[src/rtl/reu_pkg.sv]
// REU DMA sequencer shared definitions.
// Contents: transfer mode encodings, sequencer state enum and address widths.
// No ports.
package reu_pkg;

    localparam int unsigned REU_AW = 24;
    localparam int unsigned C64_AW = 16;
    localparam int unsigned LEN_W  = 16;

    typedef enum logic [1:0] {
        MODE_STASH  = 2'b00,
        MODE_FETCH  = 2'b01,
        MODE_SWAP   = 2'b10,
        MODE_VERIFY = 2'b11
    } reu_mode_e;

    typedef enum logic [2:0] {
        StIdle,
        StArm,
        StXfer,
        StSwapw,
        StDrain
    } reu_state_e;

endpackage

[src/rtl/phi2_edge.sv]
// PHI2 synchronizer and falling-edge detector in the C8M domain.
// Ports:
//   i_clk   - C8M dot clock
//   i_rst_n - asynchronous active-low reset
//   i_phi2  - raw C64 PHI2
//   o_fall  - one-C8M pulse after a synchronized PHI2 falling edge
module phi2_edge (
    input  logic i_clk,
    input  logic i_rst_n,
    input  logic i_phi2,
    output logic o_fall
);

    logic r_sync0;
    logic r_sync1;
    logic r_prev;

    always_ff @(posedge i_clk or negedge i_rst_n) begin
        if (!i_rst_n) begin
            r_sync0 <= 1'b0;
            r_sync1 <= 1'b0;
            r_prev  <= 1'b0;
        end else begin
            r_sync0 <= i_phi2;
            r_sync1 <= r_sync0;
            r_prev  <= r_sync1;
        end
    end

    // Built from flops only, so the pulse is glitch-free.
    assign o_fall = r_prev & ~r_sync1;

endmodule

[src/rtl/reu_dma_seq.sv]
// REU DMA sequencer: runs one programmed stash/fetch/swap/verify transfer,
// one byte per PHI2 slot, stealing the C64 bus and commanding the SDRAM controller.
// Ports:
//   i_c8m, i_nreset          - dot clock, async active-low reset
//   i_phi2, i_ba             - C64 PHI2 and bus-available
//   i_start, i_mode          - transfer start pulse and mode
//   i_caddr/i_raddr/i_len    - C64 start, REU start, byte count (0 = 65536)
//   i_fixc/i_fixr            - hold C64 / REU address constant
//   i_rdd, i_cdi             - SDRAM read data, C64 data in
//   o_ndma, o_ca, o_caoe, o_crw, o_cdo, o_cdoe - C64 bus side
//   o_rdcmd, o_wrcmd, o_a    - SDRAM controller commands and address
//   o_busy, o_eob, o_fault   - status (eob/fault sticky until next start)
//   o_ccur, o_rcur, o_lcur   - live counters
// Build option: GW_REU_AUTOLOAD_EN reloads the start values into the counters
// when a transfer ends.
module reu_dma_seq
    import reu_pkg::*;
(
    input  logic              i_c8m,
    input  logic              i_nreset,
    input  logic              i_phi2,
    input  logic              i_ba,
    input  logic              i_start,
    input  logic [1:0]        i_mode,
    input  logic [C64_AW-1:0] i_caddr,
    input  logic [REU_AW-1:0] i_raddr,
    input  logic [LEN_W-1:0]  i_len,
    input  logic              i_fixc,
    input  logic              i_fixr,
    input  logic [7:0]        i_rdd,
    input  logic [7:0]        i_cdi,
    output logic              o_ndma,
    output logic [C64_AW-1:0] o_ca,
    output logic              o_caoe,
    output logic              o_crw,
    output logic [7:0]        o_cdo,
    output logic              o_cdoe,
    output logic              o_rdcmd,
    output logic              o_wrcmd,
    output logic [REU_AW-1:0] o_a,
    output logic              o_busy,
    output logic              o_eob,
    output logic              o_fault,
    output logic [C64_AW-1:0] o_ccur,
    output logic [REU_AW-1:0] o_rcur,
    output logic [LEN_W-1:0]  o_lcur
);

    reu_state_e        r_state;
    reu_mode_e         r_mode;
    logic              r_fixc, r_fixr;
    logic [C64_AW-1:0] r_ccur;
    logic [REU_AW-1:0] r_rcur;
    logic [LEN_W-1:0]  r_lcur;
    logic [REU_AW-1:0] r_rprev;   // REU address of the stash byte awaiting its WRCMD
    logic              r_pend;    // a stash byte is waiting to be written
    logic              r_act;     // current slot is a real (non-frozen) access
    logic [7:0]        r_rbyte;   // REU byte held across a swap stall
    logic              r_ndma, r_caoe, r_crw, r_cdoe, r_rdcmd, r_wrcmd;
    logic              r_busy, r_eob, r_fault;
    logic [C64_AW-1:0] r_ca;
    logic [REU_AW-1:0] r_a;
    logic [7:0]        r_cdo;
`ifdef GW_REU_AUTOLOAD_EN
    logic [C64_AW-1:0] r_c0;
    logic [REU_AW-1:0] r_r0;
    logic [LEN_W-1:0]  r_l0;
`endif

    logic              w_fall;
    reu_state_e        w_nstate;
    logic              w_adv, w_eob, w_fault, w_swlatch, w_go, w_pend, w_last;
    logic [C64_AW-1:0] w_cnext, w_cslot;
    logic [REU_AW-1:0] w_rnext, w_rslot, w_pslot;
    logic [LEN_W-1:0]  w_lnext;

    phi2_edge u_phi2_edge (
        .i_clk   (i_c8m),
        .i_rst_n (i_nreset),
        .i_phi2  (i_phi2),
        .o_fall  (w_fall)
    );

    assign w_cnext = r_ccur + {{(C64_AW-1){1'b0}}, ~r_fixc};
    assign w_rnext = r_rcur + {{(REU_AW-1){1'b0}}, ~r_fixr};
    assign w_lnext = r_lcur - 1'b1;
    assign w_last  = (r_lcur == 16'd1);

    // Addresses for the slot that starts at this boundary, after any counter step.
    assign w_cslot = w_adv ? w_cnext : r_ccur;
    assign w_rslot = w_adv ? w_rnext : r_rcur;
    assign w_pslot = w_adv ? r_rcur : r_rprev;
    assign w_pend  = r_pend | w_adv;
    assign w_go    = i_ba & (w_nstate != StArm);

    // Close out the slot that ends at this boundary.
    always_comb begin
        w_nstate  = r_state;
        w_adv     = 1'b0;
        w_eob     = 1'b0;
        w_fault   = 1'b0;
        w_swlatch = 1'b0;
        case (r_state)
            StArm:   w_nstate = i_ba ? StXfer : StArm;
            StXfer: if (r_act) begin
                case (r_mode)
                    MODE_SWAP: begin
                        w_swlatch = 1'b1;
                        w_nstate  = StSwapw;
                    end
                    MODE_VERIFY: if (i_cdi != i_rdd) begin
                        w_fault  = 1'b1;
                        w_nstate = StIdle;
                    end else begin
                        w_adv = 1'b1;
                        if (w_last) begin
                            w_eob    = 1'b1;
                            w_nstate = StIdle;
                        end
                    end
                    MODE_STASH: begin
                        w_adv = 1'b1;
                        if (w_last) w_nstate = StDrain;
                    end
                    default: begin
                        w_adv = 1'b1;
                        if (w_last) begin
                            w_eob    = 1'b1;
                            w_nstate = StIdle;
                        end
                    end
                endcase
            end
            StSwapw: if (r_act) begin
                w_adv    = 1'b1;
                w_nstate = StXfer;
                if (w_last) begin
                    w_eob    = 1'b1;
                    w_nstate = StIdle;
                end
            end
            StDrain: if (r_act) begin
                w_eob    = 1'b1;
                w_nstate = StIdle;
            end
            default: w_nstate = r_state;
        endcase
    end

    always_ff @(posedge i_c8m or negedge i_nreset) begin
        if (!i_nreset) begin
            r_state <= StIdle;
            r_mode  <= MODE_STASH;
            r_fixc  <= 1'b0;
            r_fixr  <= 1'b0;
            r_ccur  <= '0;
            r_rcur  <= '0;
            r_lcur  <= '0;
            r_rprev <= '0;
            r_pend  <= 1'b0;
            r_act   <= 1'b0;
            r_rbyte <= '0;
            r_ndma  <= 1'b1;
            r_caoe  <= 1'b0;
            r_crw   <= 1'b1;
            r_cdoe  <= 1'b0;
            r_rdcmd <= 1'b0;
            r_wrcmd <= 1'b0;
            r_busy  <= 1'b0;
            r_eob   <= 1'b0;
            r_fault <= 1'b0;
            r_ca    <= '0;
            r_a     <= '0;
            r_cdo   <= '0;
`ifdef GW_REU_AUTOLOAD_EN
            r_c0    <= '0;
            r_r0    <= '0;
            r_l0    <= '0;
`endif
        end else begin
            // Fetch data follows the SDRAM read data through the slot.
            if (r_state == StXfer && r_act && r_mode == MODE_FETCH) r_cdo <= i_rdd;
            if (r_state == StIdle) begin
                if (i_start) begin
                    r_state <= StArm;
                    r_mode  <= reu_mode_e'(i_mode);
                    r_fixc  <= i_fixc;
                    r_fixr  <= i_fixr;
                    r_ccur  <= i_caddr;
                    r_rcur  <= i_raddr;
                    r_lcur  <= i_len;
`ifdef GW_REU_AUTOLOAD_EN
                    r_c0    <= i_caddr;
                    r_r0    <= i_raddr;
                    r_l0    <= i_len;
`endif
                    r_busy  <= 1'b1;
                    r_ndma  <= 1'b0;
                    r_eob   <= 1'b0;
                    r_fault <= 1'b0;
                    r_pend  <= 1'b0;
                    r_act   <= 1'b0;
                end
            end else if (w_fall) begin
                if (w_adv) begin
                    r_ccur <= w_cnext;
                    r_rcur <= w_rnext;
                    r_lcur <= w_lnext;
                end
                if (w_adv && r_mode == MODE_STASH) begin
                    r_rprev <= r_rcur;
                    r_pend  <= 1'b1;
                end
                // The SDRAM controller captures the C64 byte itself; only the REU byte is kept.
                if (w_swlatch) r_rbyte <= i_rdd;
                if (w_eob) r_eob <= 1'b1;
                if (w_fault) r_fault <= 1'b1;
                r_state <= w_nstate;
                r_act   <= w_go;
                r_caoe  <= 1'b0;
                r_cdoe  <= 1'b0;
                r_crw   <= 1'b1;
                r_rdcmd <= 1'b0;
                r_wrcmd <= 1'b0;
                if (w_nstate == StIdle) begin
                    r_busy <= 1'b0;
                    r_ndma <= 1'b1;
`ifdef GW_REU_AUTOLOAD_EN
                    r_ccur <= r_c0;
                    r_rcur <= r_r0;
                    r_lcur <= r_l0;
`endif
                end else if (w_go) begin
                    case (w_nstate)
                        StXfer: begin
                            r_caoe <= 1'b1;
                            r_ca   <= w_cslot;
                            case (r_mode)
                                MODE_STASH: begin
                                    r_wrcmd <= w_pend;
                                    r_a     <= w_pslot;
                                end
                                MODE_FETCH: begin
                                    r_crw   <= 1'b0;
                                    r_cdoe  <= 1'b1;
                                    r_rdcmd <= 1'b1;
                                    r_a     <= w_rslot;
                                end
                                default: begin
                                    r_rdcmd <= 1'b1;
                                    r_a     <= w_rslot;
                                end
                            endcase
                        end
                        StSwapw: begin
                            r_caoe  <= 1'b1;
                            r_ca    <= r_ccur;
                            r_crw   <= 1'b0;
                            r_cdoe  <= 1'b1;
                            r_cdo   <= w_swlatch ? i_rdd : r_rbyte;
                            r_wrcmd <= 1'b1;
                            r_a     <= r_rcur;
                        end
                        StDrain: begin
                            r_wrcmd <= 1'b1;
                            r_a     <= w_pslot;
                        end
                        default: r_act <= w_go;
                    endcase
                end
            end
        end
    end

    assign o_ndma  = r_ndma;
    assign o_ca    = r_ca;
    assign o_caoe  = r_caoe;
    assign o_crw   = r_crw;
    assign o_cdo   = r_cdo;
    assign o_cdoe  = r_cdoe;
    assign o_rdcmd = r_rdcmd;
    assign o_wrcmd = r_wrcmd;
    assign o_a     = r_a;
    assign o_busy  = r_busy;
    assign o_eob   = r_eob;
    assign o_fault = r_fault;
    assign o_ccur  = r_ccur;
    assign o_rcur  = r_rcur;
    assign o_lcur  = r_lcur;

endmodule

[config.mk]
export PLATFORM = sky130hd
export DESIGN_NAME = reu_dma_seq
export DESIGN_NICKNAME = d
export VERILOG_FILES = /design/src/rtl/reu_pkg.sv /design/src/rtl/phi2_edge.sv /design/src/rtl/reu_dma_seq.sv
export SDC_FILE = /design/constraint.sdc
export NUM_CORES = 1
export LEC_CHECK = 0
export BUFFER_PORTS_ARGS = -buffer_cell sky130_fd_sc_hd__clkbuf_2
export CAP_MARGIN = 10
export CORE_MARGIN = 4
export CORE_UTILIZATION = 50
export CTS_BUF_LIST = sky130_fd_sc_hd__clkbuf_16
export CTS_CLUSTER_SIZE = 16
export DETAILED_ROUTE_END_ITERATION = 10
export HOLD_SLACK_MARGIN = 0.1
export PLACE_DENSITY = 0.74
export SLEW_MARGIN = 20
export SYNTH_ARGS = -nofsm -noshare
export SYNTH_HDL_FRONTEND = slang
export SYNTH_SLANG_ARGS = --single-unit
[constraint.sdc]
create_clock -name i_c8m -period 2.6 [get_ports i_c8m]
set_clock_uncertainty 0.1 [all_clocks]
set_input_delay 0.13 -clock i_c8m [delete_from_list [all_inputs] [get_ports i_c8m]]
set_output_delay 0.13 -clock i_c8m [all_outputs]
set_load 0.05 [all_outputs]
==> results of run 1 <==
[logic make-up (layout without fill, tap and decap cells)]
kind of cell	count (synthesis)	after routing	synth area share, %
AND/OR/NAND/NOR	350	350	19.1
AO/OA/AOI/OAI	313	313	22.5
adder cells (fa/ha/maj)	6	6	0.848
flip-flops	157	157	44.4
buffers and inverters	94	414	4.97
XOR/XNOR	26	26	2.57
multiplexers	45	45	5.62
[report_power, final]
part,total (W),leakage [nW],internal [W],switching [W]
clock,0.00269,0.301,0.00161,0.00108
sequential,0.00459,1.86,0.00354,0.00105
combinational,0.00982,3.22,0.00313,0.00669
[sequential cells by signal, summed over array words and instances (netlist names), 2 cells and up]
name / cells
r_rprev: 24
o_ca: 16
o_lcur: 16
r_mode: 2
o_ccur: 16
o_a: 24
r_state: 3
o_cdo: 8
r_rbyte: 8
o_rcur: 24
[cell usage after synthesis, drive strengths merged (5+ instances only)]
library cell,n
a21oi,87
and3,13
nand3,29
ha,6
a22oi,25
nor4,7
a31oi,24
a211oi,7
clkbuf,39
buf,39
mux2,38
o22a,9
nor2,124
o22ai,29
o21ai,76
a21o,5
nand2b,11
a311oi,5
mux2i,7
inv,16
xnor2,8
nand4,20
or3,10
dfrtp,155
o211ai,7
nand2,98
xor2,18
and2,5
nor3,14
[worst max-delay path by stage]
stage                                      start             endpoint  slack, ns  depth (start not counted)
after floorplan            o_rcur[0]$_DFFE_PN0P_  o_a[22]$_DFFE_PN0P_     -0.007                         10
after global placement    r_state[1]$_DFFE_PN0P_   o_cdo[5]$_DFF_PN0_       0.01                          8
after global routing          r_fixr$_DFFE_PN0P_  o_a[22]$_DFFE_PN0P_      -0.01                         11
after detailed placement   o_lcur[1]$_DFFE_PN0P_   o_a[9]$_DFFE_PN0P_      -0.12                         10
after CTS                     r_fixr$_DFFE_PN0P_  o_a[22]$_DFFE_PN0P_      -0.02                         11
final                         r_fixr$_DFFE_PN0P_  o_a[22]$_DFFE_PN0P_       0.08                         11
[per-stage QoR]
step	area [sq um]	TNS (ns)	utilization (%)	worst slack (ns)	total power [W]
after global routing	12100	-0.0253	70.2	-0.0119	0.0180
after CTS	11900	-0.0352	69.0	-0.0167	0.0168
after global placement	10600	0	61.1	0.0109	0.0138
final	12100	0	70.2	0.0816	0.0171
after floorplan	8880	-0.00689	-	-0.00689	0.0111
after detailed placement	10600	-1.08	61.1	-0.116	0.0139
[worst register-to-register path, stage by stage (launching register included)]
cell and delay (ns):
dfrtp_1 0.38, inv_2 0.07, ha_4 0.14, ha_4 0.13
nand3_2 0.09, or2_4 0.29, nor2_4 0.10, nor3b_4 0.32
nand3_2 0.12, or3_1 0.36, a31o_1 0.22, a31oi_1 0.12
[metal layers]
layer / vias to the layer above / share of wire (%) / track usage (%)
li1: 4242 / - / -
met1: 4405 / 40 / 38.1
met2: 494 / 48 / 47.5
met3: 77 / 9.2 / 6.82
met4: 0 / 2.8 / 12.1
met5: - / 0 / 0
[layout make-up]
type	instances	area [sq um]
clock buffer	17	425
clock inverter	15	196
fill	1366	5160
inverter	16	60.1
multi-input combinational	740	4640
sequential	157	3940
tap	225	282
timing repair buffer	366	2590
[what timing repair did]
action,in CTS,in global routing
endpoints found under the hold margin,231,0
cloned,0,2
hold buffers,72,0
setup buffers,1,4
setup endpoints to repair,24,48
pin swaps,0,11
resized for setup,2,29
==> results.cfg, run 1 <==
[outcome]
status = completed

[floorplan]
pin_count = 194
dieHeight_um = 141
design.core.area_sq_um = 17300
die-area_sq_um = 19900
die_w_um = 141
rows = 48
initial_core_util_pct = 51.2

[grt]
antenna_found_initial = 0
grt_max_degree = 57
grt_overflow = 0
grt_pass1_wl_mm = 46.9
grt_pass1_vias = 8984
track_usage_pct = 29.4

[layout]
area_growth_pct = 37.1
antenna_cells = 0
final_net_count = 1385
drive_gt1_share_pct = 32.2
instances_no_fill = 1536
final_cell_mix = clkbuf_2 (192), dfrtp_1 (145), nor2_1 (120)
layout_commonest_cell = clkbuf_2

[critical_path]
crit_path_start_kind = flop
crit_slowest_cell = dfrtp_1
r2r_setup_slack_ns = 0.08
required_ns = 2.86
rr_startpoint = r_fixr$_DFFE_PN0P_
timing.rr.end = o_a[22]$_DFFE_PN0P_
path_max_fanout = 4
slowest_delay_ns = 0.38
cp-end-kind = flop
path_cells = inv_2 -> ha_4 -> ha_4 -> nand3_2 -> or2_4 -> nor2_4 -> nor3b_4 -> nand3_2 -> or3_1 -> a31o_1 -> a31oi_1
r2r.worst_path.cells = 11
cp_top_family = simple AND/OR/NAND/NOR gates
cp_num_buf_inv = 1
path_class = reg -> reg
cp.arrival_ns = 2.78

[route]
vias = 9218
routed_wirelength_mm = 29.7
antenna_left = 0
first_iter_violations = 790
routed_via_density = 6.00
routedWlPerCell_um = 19.3
drc = 0
dr.pass1.iters = 7

[clocking]
clock_path_buffers = 2
numCtsBuffers = 17
clk_pin_slew_worst_paths_ns = 0.06
clock_latency_ns = 0.44
clock_sinks = 157
cts_tree = built
cts-root-buf = clkbuf_16
htree_levels = 4

[logic_synthesis]
ys.warnings.count = 0
ys_seq_area_share_pct = 44.4
ys.flop_type = dfrtp_1
synth_cell_types = 78
synth_edf_count = 0
synth_area_per_cell_sq_um = 8.93
syn_area_sq_um = 8850
yosys-top-cells-area = dfrtp_1 (44%), nor2_1 (5.1%), a21oi_1 (4.7%)
async_flop_share_pct = 100
synth-seq-cells = 157
syn-num-nets = 1078
syn_inst = 991
synth_largest_area_cell = dfrtp_1
yosysTopAreaCellShare_pct = 43.8

[sta]
hold_viol = 0
period_needed_ns = 2.52
max_freq_mhz = 397
maxSlewHeadroom_pct = 59.3
setup_violations = 0
holdWs_ns = 0.120
post-route-period-util_pct = 96.9
max_slew.worst_pin.slew_ns = 0.605
slew_violations = 0

[flow_run]
maxCapViolations = 0

[placement]
placed_cells = 1425
gp_congestion = 0.915
port-buffer-count = 193
place_hpwl_mm = 19.7

[power]
peakVddDrop_mv = 0.843
power.leakage_nw = 5.39
p_per_area_nw_per_um2 = 1410

[min_path]
hold_class = in -> async
No activity file was read; power rests on OpenSTA's default activity.
==> inputs of run 2 (changes only) <==
--- a/config.mk
+++ b/config.mk
@@ -8,12 +8,12 @@
 export BUFFER_PORTS_ARGS = -buffer_cell sky130_fd_sc_hd__clkbuf_2
 export CAP_MARGIN = 10
 export CORE_MARGIN = 4
-export CORE_UTILIZATION = 50
+export CORE_UTILIZATION = 30
 export CTS_BUF_LIST = sky130_fd_sc_hd__clkbuf_16
 export CTS_CLUSTER_SIZE = 16
 export DETAILED_ROUTE_END_ITERATION = 10
 export HOLD_SLACK_MARGIN = 0.1
-export PLACE_DENSITY = 0.74
+export PLACE_DENSITY = 0.48
 export SLEW_MARGIN = 20
 export SYNTH_ARGS = -nofsm -noshare
 export SYNTH_HDL_FRONTEND = slang
==> run 2 against run 1 <==
Final area is 3.5% higher. Total power is 0.30% higher. Sequential cell count did not move.
==> results.cfg, run 2 (same netlist as run 1, synthesis figures left out) <==
[layout]
stdcell_area_sq_um = 12600
final_cell_mix = clkbuf_2 (192), dfrtp_1 (144), buf_4 (121)
layout_commonest_cell = clkbuf_2
instances_no_fill = 1729
final_net_count = 1419
area_growth_pct = 41.9
antenna_cells = 0
final_core_util_pct = 43.4
drive_gt1_share_pct = 34.1
nFillCells = 2897

[power]
p_sw_w = 0.00898
p_per_area_nw_per_um2 = 1370
intPower_w = 0.00817
power.share.sequential_pct = 26.8
peakVddDrop_mv = 0.571
clkPwrFrac_pct = 14.3
switching_share_pct = 52.4
power.leakage_nw = 5.51
comb_power_share_pct = 58.9

[clocking]
clock_sinks = 157
clock_path_buffers = 2
clock_latency_ns = 0.43
numCtsBuffers = 17
cts_tree = built
clk_pin_slew_worst_paths_ns = 0.07
htree_levels = 4
cts-root-buf = clkbuf_16

[placement]
place_area_sq_um = 11000
placed_cells = 1618
gp_congestion = 0.842
port-buffer-count = 193
place_ws_ns = -0.102
place_hpwl_mm = 22.8

[sta]
hold_viol = 0
max_slew.worst_pin.slew_ns = 0.734
setup_violations = 0
maxSlewHeadroom_pct = 51.1
timing.final.ws_setup_ns = 0.0774
max_freq_mhz = 396
rsz0062_at_grt = true
period_needed_ns = 2.52
post-route-period-util_pct = 97.0
slew_violations = 0
setup_tns_ns = 0

[floorplan]
dieHeight_um = 180
die_w_um = 180
die-area_sq_um = 32300
pin_count = 194
design.core.area_sq_um = 28900
initial_core_util_pct = 30.6
rows = 62

[route]
drc = 0
routed_wirelength_mm = 32.6
first_iter_violations = 546
dr.pass1.iters = 5
routed_via_density = 5.18
vias = 8949
routedWlPerCell_um = 18.9
antenna_left = 0

[critical_path]
path_cells = dlygate4sd3_1 -> clkbuf_2 -> xor2_1 -> nor4_4 -> buf_4 -> a311oi_4 -> buf_4 -> nor3_4 -> clkdlybuf4s15_2 -> buf_4 -> nand3_1 -> a21oi_1 -> o221a_2
required_ns = 2.82
crit_path_start_kind = input pin
cp_top_family = buffers and inverters
crit_path_frequent_cell = buf_4
cp-end-kind = flop
path_max_fanout = 5
cp_num_buf_inv = 6
crit_slowest_cell = dlygate4sd3_1
slowest_delay_ns = 0.53
path_class = in -> reg
cp.arrival_ns = 2.74

[grt]
grt_max_degree = 82
grt_pass1_wl_mm = 51.7
grt_overflow = 0
track_usage_pct = 19.7
grt_pass1_vias = 8995
antenna_found_initial = 0

[outcome]
status = completed

[min_path]
hold_class = in -> async

[flow_run]
maxCapViolations = 0
run 2: power groups by stage:
stage               Clock, W  Sequential, W  Combinational (W)
global route         0.00262        0.00476             0.0109
global placement           0        0.00459            0.00972
floorplan                  0        0.00720            0.00386
finish               0.00246        0.00459             0.0101
detailed placement         0        0.00460            0.00977
CTS                  0.00253        0.00456            0.00988
run 2: through the flow:
| step | total power (W) | hold WS [ns] |
|---|---|---|
| 6_report | 0.0172 | 0.214 |
| 5_1_grt | 0.0182 | 0.241 |
| 4_1_cts | 0.0170 | 0.235 |
| 3_5_place_dp | 0.0144 | -0.0825 |
| 3_3_place_gp | 0.0143 | -0.0814 |
| 2_1_floorplan | 0.0111 | -0.266 |
run 2: repair_timing:
| action | in CTS | in global routing |
|---|---|---|
| endpoints found under the hold margin | 234 | 0 |
| gates cloned | 0 | 2 |
| endpoints found under the setup margin | 32 | 84 |
| buffers inserted | 0 | 4 |
| hold buffers | 73 | 0 |
| resized for setup | 2 | 42 |
| pin swaps | 0 | 8 |
run 2: final timing paths:
path	from	slack [ns]	cells past startpoint	end
max	i_rdd[1]	0.08	13	o_ccur[9]$_DFFE_PN0P_
min	i_nreset	0.21	3	o_rcur[12]$_DFFE_PN0P_
max reg2reg	r_state[2]$_DFFE_PN0P_	0.08	10	o_a[19]$_DFFE_PN0P_
min reg2reg	u_phi2_edge.r_sync0$_DFF_PN0_	0.26	0	u_phi2_edge.r_sync1$_DFF_PN0_
max in group asynchronous	i_nreset	1.71	3	o_rcur[1]$_DFFE_PN0P_
min in group i_c8m	i_phi2	0.25	2	u_phi2_edge.r_sync0$_DFF_PN0_
run 2: area by class of cell:
cell class / count / area (sq um) / share of cell area [%]
Clock buffer: 17 / 425 / 3.39
Clock inverter: 15 / 138 / 1.10
Inverter: 16 / 60.1 / 0.478
Multi-Input combinational cell: 740 / 4690 / 37.3
Sequential cell: 157 / 3950 / 31.4
Tap cell: 384 / 480 / 3.82
Timing Repair Buffer: 400 / 2830 / 22.5
run 2: metal layers:
metal	global-route usage (%)	vias to the layer above	wire, um
met5	0	-	0
met4	5.06	0	492
met3	4.06	27	1780
met2	31.6	275	15400
met1	27.4	4346	15000
li1	-	4301	-
run 2: worst min-delay path, cell delays in order:
cell	delay [ns]
dlygate4sd3_1	0.54
buf_6	0.14
buf_4	0.33
==> inputs of run 3 (changes only) <==
--- a/config.mk
+++ b/config.mk
@@ -9,7 +9,6 @@
 export CAP_MARGIN = 10
 export CORE_MARGIN = 4
 export CORE_UTILIZATION = 30
-export CTS_BUF_LIST = sky130_fd_sc_hd__clkbuf_16
 export CTS_CLUSTER_SIZE = 16
 export DETAILED_ROUTE_END_ITERATION = 10
 export HOLD_SLACK_MARGIN = 0.1
==> run 3 against run 2 <==
First-iteration DRC count shrank 4.0%. Via count increased by 0.12%. Non-clock buffer count unchanged. Sequential cell count unchanged. Global-route usage about the same. Die area is the same. Combinational power about the same.
==> results.cfg, run 3 (same netlist as run 1, synthesis figures left out) <==
[route]
vias = 8960
dr.pass1.iters = 5
first_iter_violations = 524
drc = 0
routed_via_density = 5.18
routedWlPerCell_um = 18.9
routed_wirelength_mm = 32.6
antenna_left = 0

[clocking]
htree_levels = 4
clk_pin_slew_worst_paths_ns = 0.07
cts_tree = built
clock_sinks = 157
cts-root-buf = clkbuf_16
clock_path_buffers = 2
numCtsBuffers = 17
clock_latency_ns = 0.43

[sta]
setup_violations = 0
period_needed_ns = 2.52
holdWs_ns = 0.218
maxSlewHeadroom_pct = 50.6
max_freq_mhz = 396
hold_viol = 0
rsz0062_at_grt = true
post-route-period-util_pct = 97.0
max_slew.worst_pin.slew_ns = 0.741
slew_violations = 0

[layout]
final_net_count = 1419
antenna_cells = 0
area_growth_pct = 42.1
nFillCells = 2898
stdcell_area_sq_um = 12600
layout_commonest_cell = clkbuf_2
final_core_util_pct = 43.5
drive_gt1_share_pct = 34.3
final_cell_mix = clkbuf_2 (192), dfrtp_1 (144), buf_4 (121)

[critical_path]
required_ns = 2.82
cp_num_buf_inv = 6
crit_slowest_cell = dlygate4sd3_1
crit_path_frequent_cell = buf_4
path_max_fanout = 5
cp.arrival_ns = 2.74
path_cells = dlygate4sd3_1 -> clkbuf_2 -> xor2_1 -> nor4_4 -> buf_4 -> a311oi_4 -> buf_4 -> nor3_4 -> clkdlybuf4s15_2 -> buf_4 -> nand3_1 -> a21oi_1 -> o221a_2
cp_top_family = buffers and inverters
cp-end-kind = flop
slowest_delay_ns = 0.53
path_class = in -> reg
crit_path_start_kind = input pin

[placement]
port-buffer-count = 193
place_hpwl_mm = 22.8
gp_congestion = 0.842
place_area_sq_um = 11000

[grt]
track_usage_pct = 19.7
grt_max_degree = 82
antenna_found_initial = 0
grt_pass1_wl_mm = 51.8
grt_pass1_vias = 8992
grt_overflow = 0

[flow_run]
maxCapViolations = 0

[floorplan]
die-area_sq_um = 32300
rows = 62
pin_count = 194
die_w_um = 180
initial_core_util_pct = 30.6
dieHeight_um = 180
design.core.area_sq_um = 28900

[min_path]
hold_class = in -> async

[power]
p_per_area_nw_per_um2 = 1370
peakVddDrop_mv = 0.572
power.leakage_nw = 5.52

[outcome]
status = completed
==> run 3: power breakdown <==
group          total [W]  switching (W)  internal, W
combinational     0.0101        0.00680      0.00330
sequential       0.00459        0.00106      0.00354
clock            0.00252        0.00113      0.00139
==> run 3: timing repair <==
| action | CTS | global route |
|---|---|---|
| buffers inserted | 0 | 4 |
| endpoints found under the hold margin | 234 | 0 |
| gates cloned | 0 | 2 |
| endpoints found under the setup margin | 32 | 84 |
| resized for setup | 2 | 42 |
| pin swaps | 0 | 8 |
| hold buffers | 73 | 0 |
==> run 3: layout make-up <==
cell class	instances	area [sq um]	share of cell area (%)
clock buffers	19	453	3.60
clock inverters	13	130	1.03
inverters	16	60.1	0.477
multi-input cells	740	4690	37.2
flip-flops and latches	157	3950	31.4
well taps	384	480	3.82
repair buffers	400	2830	22.5
==> run 3: worst min-delay path: stages <==
cell	delay (ns)
dlygate4sd3_1	0.54
buf_6	0.14
buf_4	0.34
==> run 3: path summary, 6_finish.rpt <==
path | startpoint | end | slack, ns | cells past startpoint
max in group asynchronous | i_nreset | o_rcur[1]$_DFFE_PN0P_ | 1.69 | 3
hold / removal | i_nreset | o_rcur[12]$_DFFE_PN0P_ | 0.22 | 3
min in group i_c8m | i_phi2 | u_phi2_edge.r_sync0$_DFF_PN0_ | 0.25 | 2
setup / recovery | i_rdd[1] | o_ccur[9]$_DFFE_PN0P_ | 0.08 | 13
setup reg to reg | r_state[2]$_DFFE_PN0P_ | o_a[19]$_DFFE_PN0P_ | 0.08 | 10
hold reg to reg | u_phi2_edge.r_sync0$_DFF_PN0_ | u_phi2_edge.r_sync1$_DFF_PN0_ | 0.26 | 0
==> run 3: layer usage <==
| layer | routed length (um) | global-route usage (%) | share of wire, % |
|---|---|---|---|
| met1 | 15000 | 27.4 | 46 |
| met2 | 15400 | 31.6 | 47 |
| met3 | 1740 | 4.06 | 5.3 |
| met4 | 541 | 5.06 | 1.7 |
| met5 | 0 | 0 | 0 |
==> run 3: through the flow <==
step / total power (W) / TNS, ns / setup slack, ns / instances
CTS: 0.0170 / 0 / 0.0144 / 1723
global route: 0.0183 / -0.112 / -0.0432 / 1729
floorplan: 0.0111 / -0.00689 / -0.00689 / 991
detailed placement: 0.0144 / -1.23 / -0.102 / 1618
global placement: 0.0143 / 0 / 0.00878 / 1618
finish: 0.0172 / 0 / 0.0773 / 1729
